`src/rtl/kb_divconst_pkg.sv`:
```
// Shared types and arithmetic helpers for the kb_divconst sequential divider.
// Used by both the RTL and the testbench.
package kb_divconst_pkg;

  typedef enum logic [1:0] {
    ST_IDLE = 2'd0,
    ST_RUN  = 2'd1,
    ST_DONE = 2'd2
  } kb_state_e;

  typedef struct packed {
    logic [31:0] q;
    logic [31:0] r;
  } kb_dd_pair_t;

  // Width needed for values 0..divisor-1, never less than one bit.
  function automatic int unsigned kb_rem_width(input int unsigned divisor);
    return (divisor <= 2) ? 1 : $clog2(divisor);
  endfunction

  // One long-division step: (r * 2^digit + d) split into quotient and remainder.
  function automatic kb_dd_pair_t kb_digit_divide(input int unsigned r,
                                                  input int unsigned d,
                                                  input int unsigned digit,
                                                  input int unsigned divisor);
    int unsigned num;
    kb_dd_pair_t p;
    num = (r << digit) + d;
    p.q = num / divisor;
    p.r = num % divisor;
    return p;
  endfunction

endpackage

```
`src/rtl/kb_digit_div.sv`:
```
// Combinational digit-divide step: {rem, digit} / DIVISOR via a constant table.
module kb_digit_div
  import kb_divconst_pkg::*;
#(
  parameter  int unsigned DIGIT   = 4,
  parameter  int unsigned DIVISOR = 3,
  localparam int unsigned RW      = kb_rem_width(DIVISOR)
) (
  input  logic [RW-1:0]    i_rem,
  input  logic [DIGIT-1:0] i_digit,
  output logic [DIGIT-1:0] o_quo_c,
  output logic [RW-1:0]    o_rem_c
);

  localparam int unsigned IW      = RW + DIGIT;
  localparam int unsigned ENTRIES = 1 << IW;

  logic [DIGIT-1:0] w_lut_q [ENTRIES];
  logic [RW-1:0]    w_lut_r [ENTRIES];
  logic [IW-1:0]    w_idx;

  // Rows with rem >= DIVISOR are unreachable; their truncated contents are don't-care.
  for (genvar gi = 0; gi < ENTRIES; gi++) begin : g_lut
    localparam kb_dd_pair_t P = kb_digit_divide(32'(gi) >> DIGIT,
                                                32'(gi) & ((32'd1 << DIGIT) - 32'd1),
                                                DIGIT, DIVISOR);
    assign w_lut_q[gi] = DIGIT'(P.q);
    assign w_lut_r[gi] = RW'(P.r);
  end

  assign w_idx   = {i_rem, i_digit};
  assign o_quo_c = w_lut_q[w_idx];
  assign o_rem_c = w_lut_r[w_idx];

endmodule

```
`src/rtl/kb_divconst_seq.sv`:
```
// Sequential divide-by-constant, MSB-first, one DIGIT-bit digit per clock.
// Optional round-half-up of the quotient with KB_DIVCONST_ROUND_EN.
module kb_divconst_seq
  import kb_divconst_pkg::*;
#(
  parameter  int unsigned WIDTH   = 20,
  parameter  int unsigned DIGIT   = 4,
  parameter  int unsigned DIVISOR = 3,
  localparam int unsigned RW      = kb_rem_width(DIVISOR)
) (
  input  logic             sys_clock,
  input  logic             reset_n,
  input  logic             in_valid,
  output logic             in_ready,
  input  logic [WIDTH-1:0] dividend,
  output logic             out_valid,
  input  logic             out_ready,
  output logic [WIDTH-1:0] quotient,
  output logic [RW-1:0]    remainder,
  output logic             busy
);

  localparam int unsigned N        = WIDTH / DIGIT;
  localparam int unsigned CW       = (N > 1) ? $clog2(N) : 1;
  localparam logic [CW-1:0] CNT_LAST = CW'(N - 1);

  if (DIGIT < 1) begin : g_bad_digit
    $fatal(1, "kb_divconst_seq: DIGIT must be at least 1");
  end else if ((WIDTH % DIGIT) != 0) begin : g_bad_width
    $fatal(1, "kb_divconst_seq: WIDTH must be a multiple of DIGIT");
  end
  if (DIVISOR < 2) begin : g_bad_divisor
    $fatal(1, "kb_divconst_seq: DIVISOR must be at least 2");
  end

  kb_state_e        r_state;
  kb_state_e        w_state_nxt;
  logic [WIDTH-1:0] r_shadow;
  logic [WIDTH-1:0] r_quot;
  logic [WIDTH-1:0] w_quot_upd;
  logic [WIDTH-1:0] w_quot_fin;
  logic [CW-1:0]    r_cnt;
  logic [RW-1:0]    r_prem;
  logic [RW-1:0]    r_rem;
  logic [DIGIT-1:0] w_digit;
  logic [DIGIT-1:0] w_q;
  logic [RW-1:0]    w_r;

  assign w_digit = r_shadow[r_cnt*DIGIT +: DIGIT];

  kb_digit_div #(
    .DIGIT   (DIGIT),
    .DIVISOR (DIVISOR)
  ) u_digit_div (
    .i_rem   (r_prem),
    .i_digit (w_digit),
    .o_quo_c (w_q),
    .o_rem_c (w_r)
  );

  // Quotient with the current digit slot replaced by this cycle's lookup result.
  always_comb begin
    w_quot_upd = r_quot;
    w_quot_upd[r_cnt*DIGIT +: DIGIT] = w_q;
  end

`ifdef KB_DIVCONST_ROUND_EN
  logic w_round;
  // Cannot overflow: the floor quotient is at most (2^WIDTH-1)/DIVISOR.
  assign w_round    = ((32'(w_r) << 1) >= DIVISOR);
  assign w_quot_fin = w_quot_upd + WIDTH'(w_round);
`else
  assign w_quot_fin = w_quot_upd;
`endif

  always_ff @(posedge sys_clock or negedge reset_n) begin
    if (!reset_n) r_state <= ST_IDLE;
    else          r_state <= w_state_nxt;
  end

  always_comb begin
    w_state_nxt = r_state;
    case (r_state)
      ST_IDLE: if (in_valid)      w_state_nxt = ST_RUN;
      ST_RUN:  if (r_cnt == '0)   w_state_nxt = ST_DONE;
      ST_DONE: if (out_ready)     w_state_nxt = ST_IDLE;
      default:                    w_state_nxt = ST_IDLE;
    endcase
  end

  // Datapath: capture in IDLE, one digit per cycle in RUN, hold in DONE.
  always_ff @(posedge sys_clock or negedge reset_n) begin
    if (!reset_n) begin
      r_shadow <= '0;
      r_quot   <= '0;
      r_cnt    <= '0;
      r_prem   <= '0;
      r_rem    <= '0;
    end else begin
      case (r_state)
        ST_IDLE: begin
          if (in_valid) begin
            r_shadow <= dividend;
            r_prem   <= '0;
            r_cnt    <= CNT_LAST;
          end
        end
        ST_RUN: begin
          r_prem <= w_r;
          r_cnt  <= r_cnt - CW'(1);
          if (r_cnt == '0) begin
            r_quot <= w_quot_fin;
            r_rem  <= w_r;
          end else begin
            r_quot <= w_quot_upd;
          end
        end
        default: ;
      endcase
    end
  end

  assign in_ready  = (r_state == ST_IDLE);
  assign busy      = (r_state == ST_RUN);
  assign out_valid = (r_state == ST_DONE);
  assign quotient  = r_quot;
  assign remainder = r_rem;

endmodule

```
`config.mk`:
```
export PLATFORM = sky130hd
export DESIGN_NAME = kb_divconst_seq
export DESIGN_NICKNAME = d
export VERILOG_FILES = /design/src/rtl/kb_divconst_pkg.sv /design/src/rtl/kb_digit_div.sv /design/src/rtl/kb_divconst_seq.sv
export SDC_FILE = /design/constraint.sdc
export NUM_CORES = 1
export LEC_CHECK = 0
export ABC_CLOCK_PERIOD_IN_PS = 3330
export CAP_MARGIN = 40
export CORE_MARGIN = 3
export CORE_UTILIZATION = 30
export CTS_CLUSTER_SIZE = 16
export DETAILED_ROUTE_END_ITERATION = 12
export GPL_TIMING_DRIVEN = 0
export PLACE_DENSITY_LB_ADDON = 0.1
export SYNTH_ARGS = -nofsm -noshare
export SYNTH_HDL_FRONTEND = slang
export SYNTH_SLANG_ARGS = --single-unit
export TNS_END_PERCENT = 50
```
`constraint.sdc`:
```
create_clock -name sys_clock -period 3.33 [get_ports sys_clock]
set_input_delay 0.4995 -clock sys_clock [delete_from_list [all_inputs] [get_ports sys_clock]]
set_output_delay 0.4995 -clock sys_clock [all_outputs]
set_load 0.01 [all_outputs]
```
==> results.json, run 1 <==
{
  "syn_nets": 289,
  "place_worst_setup_slack_ns": 0.0254,
  "yosys_register_bits": 49,
  "initial_core_util": 0.310,
  "worstRegToRegCells": 10,
  "design_power_total_mw": 4.01,
  "fin_skew_ns": 0.00699,
  "register_area_um2": 1230,
  "layout-area-overhead-vs-synth_pct": 27.5,
  "postSynth.asyncResetShare": 1.00,
  "worstSetupPathType": "reg -> reg",
  "max_clock_freq_mhz": 329,
  "postCtsSetupRepairBufs": 0,
  "holdBufCountCts": 0,
  "sequential_share_of_power": 0.251,
  "postCtsResizedCells": 0,
  "timing.critical_path.depth": 10,
  "core_area_um2": 8760,
  "yosysSeqAreaShare": 0.451,
  "globalRoute.totalOverflow": 0,
  "cts_root_buf": "sky130_fd_sc_hd__clkbuf_8",
  "layout.nets": 344,
  "post_synth_num_cell_types": 57,
  "synth_enable_flop_cells": 0,
  "internal-power_mw": 2.22,
  "maxSlewViolCount": 0,
  "wl_per_cell_um": 15.4,
  "fillCellCount": 861,
  "cp_slowest_cell": "sky130_fd_sc_hd__or4_1",
  "initial_antenna_violation_count": 0,
  "endpoint_class_of_the_critical_path": "flip-flop",
  "hold_path.class": "in -> async",
  "worstReg2RegEnd": "quotient[0]$_DFFE_PN0P_",
  "totalWireLength_um": 6480,
  "initialDrtViolationCount": 86,
  "multi_input_comb_area_um2": 1370,
  "drtAntennaViolNets": 0,
  "grt_pass1_vias": 2154,
  "viasPerCell": 5.07,
  "worst-path-max-fanout": 16,
  "min_period_ns": 3.04,
  "crit_chain": "buf_6, mux4_2, nand2_1, and2_1, inv_1, ha_1, or4_1, o2111ai_2, a32oi_2, mux2_4",
  "critPathRequiredTime_ns": 3.53,
  "synth_cells": 256,
  "ctsLongestPathBuffers": 2,
  "num_rows": 34,
  "tritoncts_num_sinks": 49,
  "grt_use_total": 0.138,
  "crit_family": "multiplexers",
  "diodes": 0,
  "worst_slew_pin_slew_ns": 0.824,
  "worstReg2RegStart": "r_cnt[0]$_DFFE_PN0P_",
  "finalSetupTns_ns": 0,
  "report.final.setup_viol": 0,
  "p_sw_frac": 0.446,
  "clk_pin_slew_ns": 0.09,
  "clock_power_share": 0.112,
  "syn-cell-area_um2": 2720,
  "hold_violations": 0,
  "io_pins": 49,
  "grt_start_max_net_pins": 26,
  "setup.worst_path.start": "r_cnt[0]$_DFFE_PN0P_",
  "combPwrFrac": 0.637,
  "syn-mean-instance-area_um2": 10.6,
  "die_w_um": 101,
  "place.detailed.hpwl_um": 5090,
  "worstPathBufferInverterCount": 2,
  "status": "complete, no violations",
  "cap_violations": 0,
  "worstPathArrival_ns": 3.23,
  "layout_worst_path_cycle_share": 0.913,
  "cellPowerDensity_nw_per_um2": 1160,
  "synth_flop_cell": "sky130_fd_sc_hd__dfrtp_1",
  "numPortBuffers": 48,
  "synth.yosys.warnings": 0,
  "cp-start-kind": "flip-flop",
  "ir_drop_mv": 0.388,
  "h-tree-depth": 2,
  "crit_path_end": "quotient[0]$_DFFE_PN0P_",
  "wire_length_of_the_first_global_routing_pass_um": 11200,
  "crit_path_max_incr_delay_ns": 0.54,
  "detailroute.via_count": 2130,
  "fp.dieH_um": 101,
  "postLayoutSetupSlackWorst_ns": 0.290,
  "setup_repair_after_global_routing_missed_its_margin": "no",
  "drt-pass1-iter-count": 5,
  "cts_tree": "done",
  "design.die.area_um2": 10200,
  "reg2reg_setup_slack_ns": 0.29,
  "cts_inserted_buffers": 5,
  "clock_latency_ns": 0.31,
  "drcViolationCount": 0,
  "layout-drive-gt1-share": 0.176,
  "gp_congestion": 0.773,
  "total_leakage_power_nw": 1.43,
  "worst_slew_margin_rel": 0.446,
  "power.switching_mw": 1.79
}
cell usage in the layout (no fill, tap or decap), drive strengths merged, types with 2 or more instances in the layout:
cell           instances
a211oi                 2
a21oi                 14
a22o                   4
a31oi                  3
and2                   3
and3b                  2
buf                    8
clkbuf                13
clkdlybuf4s50         47
clkinv                 2
dfrtp                 49
ha                     9
inv                   11
mux2                  23
mux2i                  6
nand2                 26
nand2b                 2
nand3                  4
nand4                  2
nor2                  17
nor3                   4
o2111ai                3
o211ai                 4
o21ai                 21
o21bai                 2
o221ai                 2
o22ai                  6
o31ai                  2
o32ai                  2
or4                    4
xnor2                  2
layout make-up:
type / instances / share of cell area
Tap cell: 108 / 0.0390
Timing Repair Buffer: 49 / 0.143
Multi-Input combinational cell: 181 / 0.396
Clock inverter: 1 / 0.00866
Buffer: 12 / 0.0213
Sequential cell: 49 / 0.354
Inverter: 13 / 0.0141
Clock buffer: 7 / 0.0249
logic make-up after synthesis:
logic type                 count (synthesis)  share of synthesized area
AOI/OAI and AO/OA                         72                      0.197
and+or+nand+nor                           68                      0.123
DFF                                       49                      0.451
muxes                                     30                      0.134
buffers and inverters                     26                     0.0469
adders and majority gates                  9                     0.0414
xor gates and xnor gates                   2                    0.00644
state kept, by name, indices dropped and copies added (netlist names):
signal     cells
r_prem         2
r_cnt          3
quotient      20
remainder      2
r_shadow      20
r_state        2
how the worst min path moves through the flow:
stage          cells past startpoint                        to               startpoint
6_report                           1  quotient[10]$_DFFE_PN0P_                  reset_n
4_1_cts                            1  quotient[10]$_DFFE_PN0P_                  reset_n
2_1_floorplan                      0   quotient[0]$_DFFE_PN0P_                  reset_n
3_5_place_dp                       2   quotient[9]$_DFFE_PN0P_  quotient[9]$_DFFE_PN0P_
3_3_place_gp                       2   quotient[6]$_DFFE_PN0P_  quotient[6]$_DFFE_PN0P_
5_1_grt                            1  quotient[10]$_DFFE_PN0P_                  reset_n
power by group through the flow:
stage	clock, mW	combinational (mW)	sequential [mW]
2_1_floorplan	0	1.80	1.03
4_1_cts	0.458	2.59	1.01
3_3_place_gp	0	2.56	1.02
6_report	0.448	2.55	1.01
3_5_place_dp	0	2.58	1.03
5_1_grt	0.490	2.85	1.05
layer usage:
metal	track usage	up-vias	wire length (um)
met5	0	-	0
met2	0.215	66	2900
li1	-	1052	-
met4	0.0245	0	68
met3	0.0365	8	371
met1	0.195	1004	3150
cells in the mapped netlist (2+ instances only):
cell	number	area, um2
sky130_fd_sc_hd__or4_1	4	30.0
sky130_fd_sc_hd__xnor2_1	2	17.5
sky130_fd_sc_hd__buf_2	3	15.0
sky130_fd_sc_hd__buf_6	3	33.8
sky130_fd_sc_hd__nor3_1	4	20.0
sky130_fd_sc_hd__o31ai_1	2	15.0
sky130_fd_sc_hd__o21ai_1	3	15.0
sky130_fd_sc_hd__clkbuf_1	6	22.5
sky130_fd_sc_hd__o22ai_1	6	37.5
sky130_fd_sc_hd__a22o_1	4	35.0
sky130_fd_sc_hd__o2111ai_1	2	17.5
sky130_fd_sc_hd__o211ai_1	4	30.0
sky130_fd_sc_hd__nand4_1	2	12.5
sky130_fd_sc_hd__o21bai_1	2	15.0
sky130_fd_sc_hd__and2_1	3	18.8
sky130_fd_sc_hd__mux2i_1	4	40.0
sky130_fd_sc_hd__inv_1	11	41.3
sky130_fd_sc_hd__ha_1	9	113
sky130_fd_sc_hd__nand2_1	26	97.6
sky130_fd_sc_hd__mux2_2	21	236
sky130_fd_sc_hd__dfrtp_1	49	1230
sky130_fd_sc_hd__a21oi_1	13	65.1
sky130_fd_sc_hd__nor2_1	16	60.1
sky130_fd_sc_hd__mux2_4	2	30.0
sky130_fd_sc_hd__clkinv_1	2	7.51
sky130_fd_sc_hd__and3b_1	2	17.5
sky130_fd_sc_hd__nand3_1	4	20.0
sky130_fd_sc_hd__a31oi_1	3	18.8
sky130_fd_sc_hd__o21ai_0	16	80.1
per-stage QoR:
| stage | hold slack, ns | util | cell area (um2) | cells |
|---|---|---|---|---|
| 2_1_floorplan | 0.204 | - | 2720 | 256 |
| 3_3_place_gp | 0.467 | 0.381 | 3340 | 412 |
| 3_5_place_dp | 0.471 | 0.382 | 3350 | 413 |
| 4_1_cts | 0.196 | 0.396 | 3470 | 421 |
| 5_1_grt | 0.215 | 0.396 | 3470 | 420 |
| 6_report | 0.169 | 0.396 | 3470 | 420 |
Note: power is estimated with default switching activity, not from simulation.
==> run 2: changes to the inputs <==
Settings changed: MAX_ROUTING_LAYER from default to met4.
==> results.json, run 2 (synthesis results as in run 1) <==
{
  "status": "complete, no violations",
  "cap_violations": 0,
  "commonest_cells_after_routing_fill_and_taps_aside": "sky130_fd_sc_hd__dfrtp_1, sky130_fd_sc_hd__clkdlybuf4s50_1, sky130_fd_sc_hd__nand2_1",
  "io_pins": 49,
  "num_rows": 34,
  "worstReg2RegStart": "r_cnt[0]$_DFFE_PN0P_",
  "worstPathArrival_ns": 3.24,
  "postCtsSetupRepairBufs": 0,
  "clk_pin_slew_ns": 0.09,
  "layout_commonest_cell": "sky130_fd_sc_hd__dfrtp_1",
  "cts_inserted_buffers": 5,
  "hold_violations": 0,
  "detailed_place.area_um2": 3350,
  "drt-pass1-iter-count": 4,
  "max_clock_freq_mhz": 327,
  "fp.dieH_um": 101,
  "fin_skew_ns": 0.00664,
  "totalWireLength_um": 6470,
  "layout.nets": 344,
  "wl_met1_um": 3180,
  "hold_path.class": "in -> async",
  "critPathRequiredTime_ns": 3.52,
  "timing.critical_path.depth": 10,
  "finalSetupTns_ns": 0,
  "worstSetupPathType": "reg -> reg",
  "numPortBuffers": 48,
  "maxSlewViolCount": 0,
  "worst-path-max-fanout": 16,
  "postLayoutCoreUtil": 0.396,
  "cp_slowest_cell": "sky130_fd_sc_hd__or4_1",
  "min_period_ns": 3.05,
  "gp_congestion": 0.784,
  "initialDrtViolationCount": 55,
  "reg2reg_setup_slack_ns": 0.28,
  "crit_family": "multiplexers",
  "grt_start_max_net_pins": 26,
  "fin_hold_ws_ns": 0.173,
  "total_leakage_power_nw": 1.43,
  "worstReg2RegEnd": "quotient[0]$_DFFE_PN0P_",
  "drcViolationCount": 0,
  "crit_path_end": "quotient[0]$_DFFE_PN0P_",
  "ctsLongestPathBuffers": 2,
  "worstPathBufferInverterCount": 2,
  "endpoint_class_of_the_critical_path": "flip-flop",
  "clock_latency_ns": 0.30,
  "design_power_total_mw": 4.02,
  "cts_tree": "done",
  "die_w_um": 101,
  "drtAntennaViolNets": 0,
  "holdBufCountCts": 0,
  "grt_use_total": 0.142,
  "worst_slew_pin_slew_ns": 0.824,
  "diodes": 0,
  "grt_pass1_vias": 2149,
  "crit_chain": "buf_6, mux4_2, nand2_1, and2_1, inv_1, ha_1, or4_1, o2111ai_2, a32oi_2, mux2_4",
  "design.die.area_um2": 10200,
  "initial_antenna_violation_count": 0,
  "cellPowerDensity_nw_per_um2": 1160,
  "met3_length_um": 327,
  "setup.worst_path.start": "r_cnt[0]$_DFFE_PN0P_",
  "wl_per_cell_um": 15.4,
  "post_layout_nonfiller_instances": 420,
  "layout-area-overhead-vs-synth_pct": 27.5,
  "detailroute.via_count": 2146,
  "core_area_um2": 8760,
  "cts_root_buf": "sky130_fd_sc_hd__clkbuf_8",
  "ir_drop_mv": 0.392,
  "layout_worst_path_cycle_share": 0.917,
  "worstRegToRegCells": 10,
  "report.final.setup_viol": 0,
  "cp-start-kind": "flip-flop",
  "postLayoutSetupSlackWorst_ns": 0.276,
  "h-tree-depth": 2,
  "dp.cells": 413,
  "finish.instance_area_um2": 3470,
  "dr_wl_met2_um": 2910,
  "worst_slew_margin_rel": 0.446,
  "place_worst_setup_slack_ns": 0.0254,
  "tritoncts_num_sinks": 49,
  "layout-drive-gt1-share": 0.176,
  "initial_core_util": 0.310,
  "place.detailed.hpwl_um": 5090,
  "globalRoute.totalOverflow": 0,
  "routed.top_layer": "met4",
  "crit_path_max_incr_delay_ns": 0.54,
  "setup_repair_after_global_routing_missed_its_margin": "no",
  "wire_length_of_the_first_global_routing_pass_um": 11200,
  "viasPerCell": 5.11
}
run 2: cell counts in the layout (fill, tap and decap cells not counted):
No cell type changed its count.
run 2: power breakdown:
group,leakage (nW),switching (mW),internal (mW),total (mW)
Sequential,0.609,0.146,0.861,1.01
Clock,0.0585,0.201,0.245,0.446
Combinational,0.766,1.45,1.12,2.56
Total,1.43,1.80,2.22,4.02
run 2: repair_timing:
item | in CTS | in global routing
resized for setup | 0 | 1
endpoints found under the setup margin | 0 | 9
hold endpoints to repair | 0 | 0
run 2: metal layers:
layer / vias up / track usage
li1: 1053 / -
met1: 1028 / 0.196
met2: 59 / 0.215
met3: 6 / 0.0296
met4: 0 / 0.0307
met5: - / -
run 2: layout make-up:
| cell class | count | area, um2 |
|---|---|---|
| Inverter | 13 | 48.8 |
| Fill cell | 861 | 5300 |
| Clock inverter | 1 | 30.0 |
| Sequential cell | 49 | 1230 |
| Buffer | 12 | 73.8 |
| Multi-Input combinational cell | 181 | 1370 |
| Clock buffer | 7 | 86.3 |
| Tap cell | 108 | 135 |
| Timing Repair Buffer | 49 | 495 |
run 2: worst min-delay path by stage:
stage                                       start                  endpoint  cells past startpoint  slack [ns]
after detailed placement  quotient[9]$_DFFE_PN0P_   quotient[9]$_DFFE_PN0P_                      2        0.47
after CTS                                 reset_n  quotient[10]$_DFFE_PN0P_                      1        0.20
after floorplan                           reset_n   quotient[0]$_DFFE_PN0P_                      0        0.20
after global routing                      reset_n  quotient[10]$_DFFE_PN0P_                      1        0.22
after global placement    quotient[6]$_DFFE_PN0P_   quotient[6]$_DFFE_PN0P_                      2        0.47
final                                     reset_n  quotient[10]$_DFFE_PN0P_                      1        0.17
==> run 3: changes to the inputs <==
Settings changed: ABC_CLOCK_PERIOD_IN_PS 3330 to 3130, CTS_CLUSTER_DIAMETER from default to 30.
Clock period 3.33 ns to 3.13 ns, I/O delays scaled along.
==> results.json, run 3 (synthesis results as in run 1) <==
{
  "core_area_um2": 8760,
  "worstPathArrival_ns": 3.16,
  "drtAntennaViolNets": 0,
  "fin_skew_ns": 0.00737,
  "maxSlewViolCount": 0,
  "cts_root_buf": "sky130_fd_sc_hd__clkbuf_8",
  "total_leakage_power_nw": 1.44,
  "finalSetupTns_ns": 0,
  "design.die.area_um2": 10200,
  "ir_drop_mv": 0.374,
  "postLayoutSetupSlackWorst_ns": 0.159,
  "layout_commonest_cell": "sky130_fd_sc_hd__dfrtp_1",
  "postCtsResizedCells": 0,
  "clk_pin_slew_ns": 0.09,
  "commonest_cells_after_routing_fill_and_taps_aside": "sky130_fd_sc_hd__dfrtp_1, sky130_fd_sc_hd__clkdlybuf4s50_1, sky130_fd_sc_hd__nand2_1",
  "fp.dieH_um": 101,
  "drcViolationCount": 0,
  "clock_latency_ns": 0.31,
  "crit_path_max_incr_delay_ns": 0.54,
  "drt-pass1-iter-count": 4,
  "hold_path.class": "in -> async",
  "initial_antenna_violation_count": 0,
  "layout-drive-gt1-share": 0.179,
  "globalRoute.totalOverflow": 0,
  "grt_use_total": 0.141,
  "detailroute.via_count": 2125,
  "layout_worst_path_cycle_share": 0.949,
  "wire_length_of_the_first_global_routing_pass_um": 11100,
  "cp-start-kind": "flip-flop",
  "initialDrtViolationCount": 72,
  "cp_slowest_cell": "sky130_fd_sc_hd__or4_1",
  "wl_per_cell_um": 15.4,
  "diodes": 0,
  "grt_pass1_vias": 2140,
  "holdBufCountCts": 0,
  "h-tree-depth": 2,
  "worst_slew_margin_rel": 0.446,
  "post_layout_nonfiller_instances": 420,
  "grt_start_max_net_pins": 26,
  "setup_repair_after_global_routing_missed_its_margin": "no",
  "dp.cells": 413,
  "worst-path-max-fanout": 16,
  "cts_inserted_buffers": 5,
  "fin_hold_ws_ns": 0.141,
  "top_usage_layer": "met2",
  "endpoint_class_of_the_critical_path": "flip-flop",
  "layout-area-overhead-vs-synth_pct": 28.3,
  "worst_slew_pin_slew_ns": 0.824,
  "gp_congestion": 0.784,
  "min_period_ns": 2.97,
  "grt_util_met3": 0.0296,
  "cap_violations": 0,
  "report.final.setup_viol": 0,
  "place_worst_setup_slack_ns": -0.175,
  "num_rows": 34,
  "critPathRequiredTime_ns": 3.32,
  "max_clock_freq_mhz": 337,
  "viasPerCell": 5.06,
  "status": "complete, no violations",
  "postCtsSetupRepairBufs": 0,
  "hold_violations": 0,
  "use_met1": 0.194,
  "crit_chain": "buf_12, mux4_2, nand2_1, and2_1, inv_1, ha_1, or4_1, o2111ai_2, a32oi_4, mux2_4",
  "design_power_total_mw": 4.33,
  "cts_tree": "done",
  "cellPowerDensity_nw_per_um2": 1240,
  "tritoncts_num_sinks": 49,
  "place.detailed.hpwl_um": 5090,
  "die_w_um": 101,
  "grt_use_met2": 0.213,
  "io_pins": 49,
  "numPortBuffers": 48,
  "worstSetupPathType": "reg -> reg",
  "totalWireLength_um": 6480,
  "layout.nets": 344,
  "initial_core_util": 0.310,
  "ctsLongestPathBuffers": 2
}
run 3: area by class of cell:
cell class | count | area [um2]
well taps | 108 | 135
clock inverters | 1 | 30.0
fillers | 860 | 5270
inverters | 13 | 48.8
multi-input cells | 181 | 1380
flip-flops and latches | 49 | 1230
plain buffers | 12 | 82.6
repair buffers | 49 | 495
clock buffers | 7 | 86.3
run 3: through the flow:
stage,util,instance area (um2)
finish,0.398,3490
global route,0.398,3490
CTS,0.395,3460
detailed placement,0.382,3350
global placement,0.381,3340
floorplan,-,2720
run 3: worst max-delay path, delay by kind of cell (launching register included):
family,cells,cell delay (ns)
mux,2,0.81
buf+inv,2,0.25
compound gates,2,0.31
flops,1,0.42
fa+ha+maj,1,0.24
simple gates,3,0.82
run 3: worst paths after layout:
path,from,end,slack (ns),cells past startpoint
max,r_cnt[0]$_DFFE_PN0P_,quotient[0]$_DFFE_PN0P_,0.16,10
min,reset_n,quotient[10]$_DFFE_PN0P_,0.14,1
max reg2reg,r_cnt[0]$_DFFE_PN0P_,quotient[0]$_DFFE_PN0P_,0.16,10
min reg2reg,quotient[9]$_DFFE_PN0P_,quotient[9]$_DFFE_PN0P_,0.49,2
max in group asynchronous,reset_n,r_cnt[0]$_DFFE_PN0P_,2.45,2
min in group sys_clock,quotient[9]$_DFFE_PN0P_,quotient[9]$_DFFE_PN0P_,0.49,2
run 3: power breakdown:
| group | internal (mW) | switching [mW] | leakage [nW] |
|---|---|---|---|
| Clock | 0.261 | 0.217 | 0.0585 |
| Combinational | 1.22 | 1.55 | 0.770 |
| Sequential | 0.918 | 0.158 | 0.608 |
run 3: routing by layer:
metal	vias up	part of all wire
li1	1050	-
met1	1014	0.50
met2	57	0.45
met3	4	0.048
met4	0	0.0065
met5	-	0
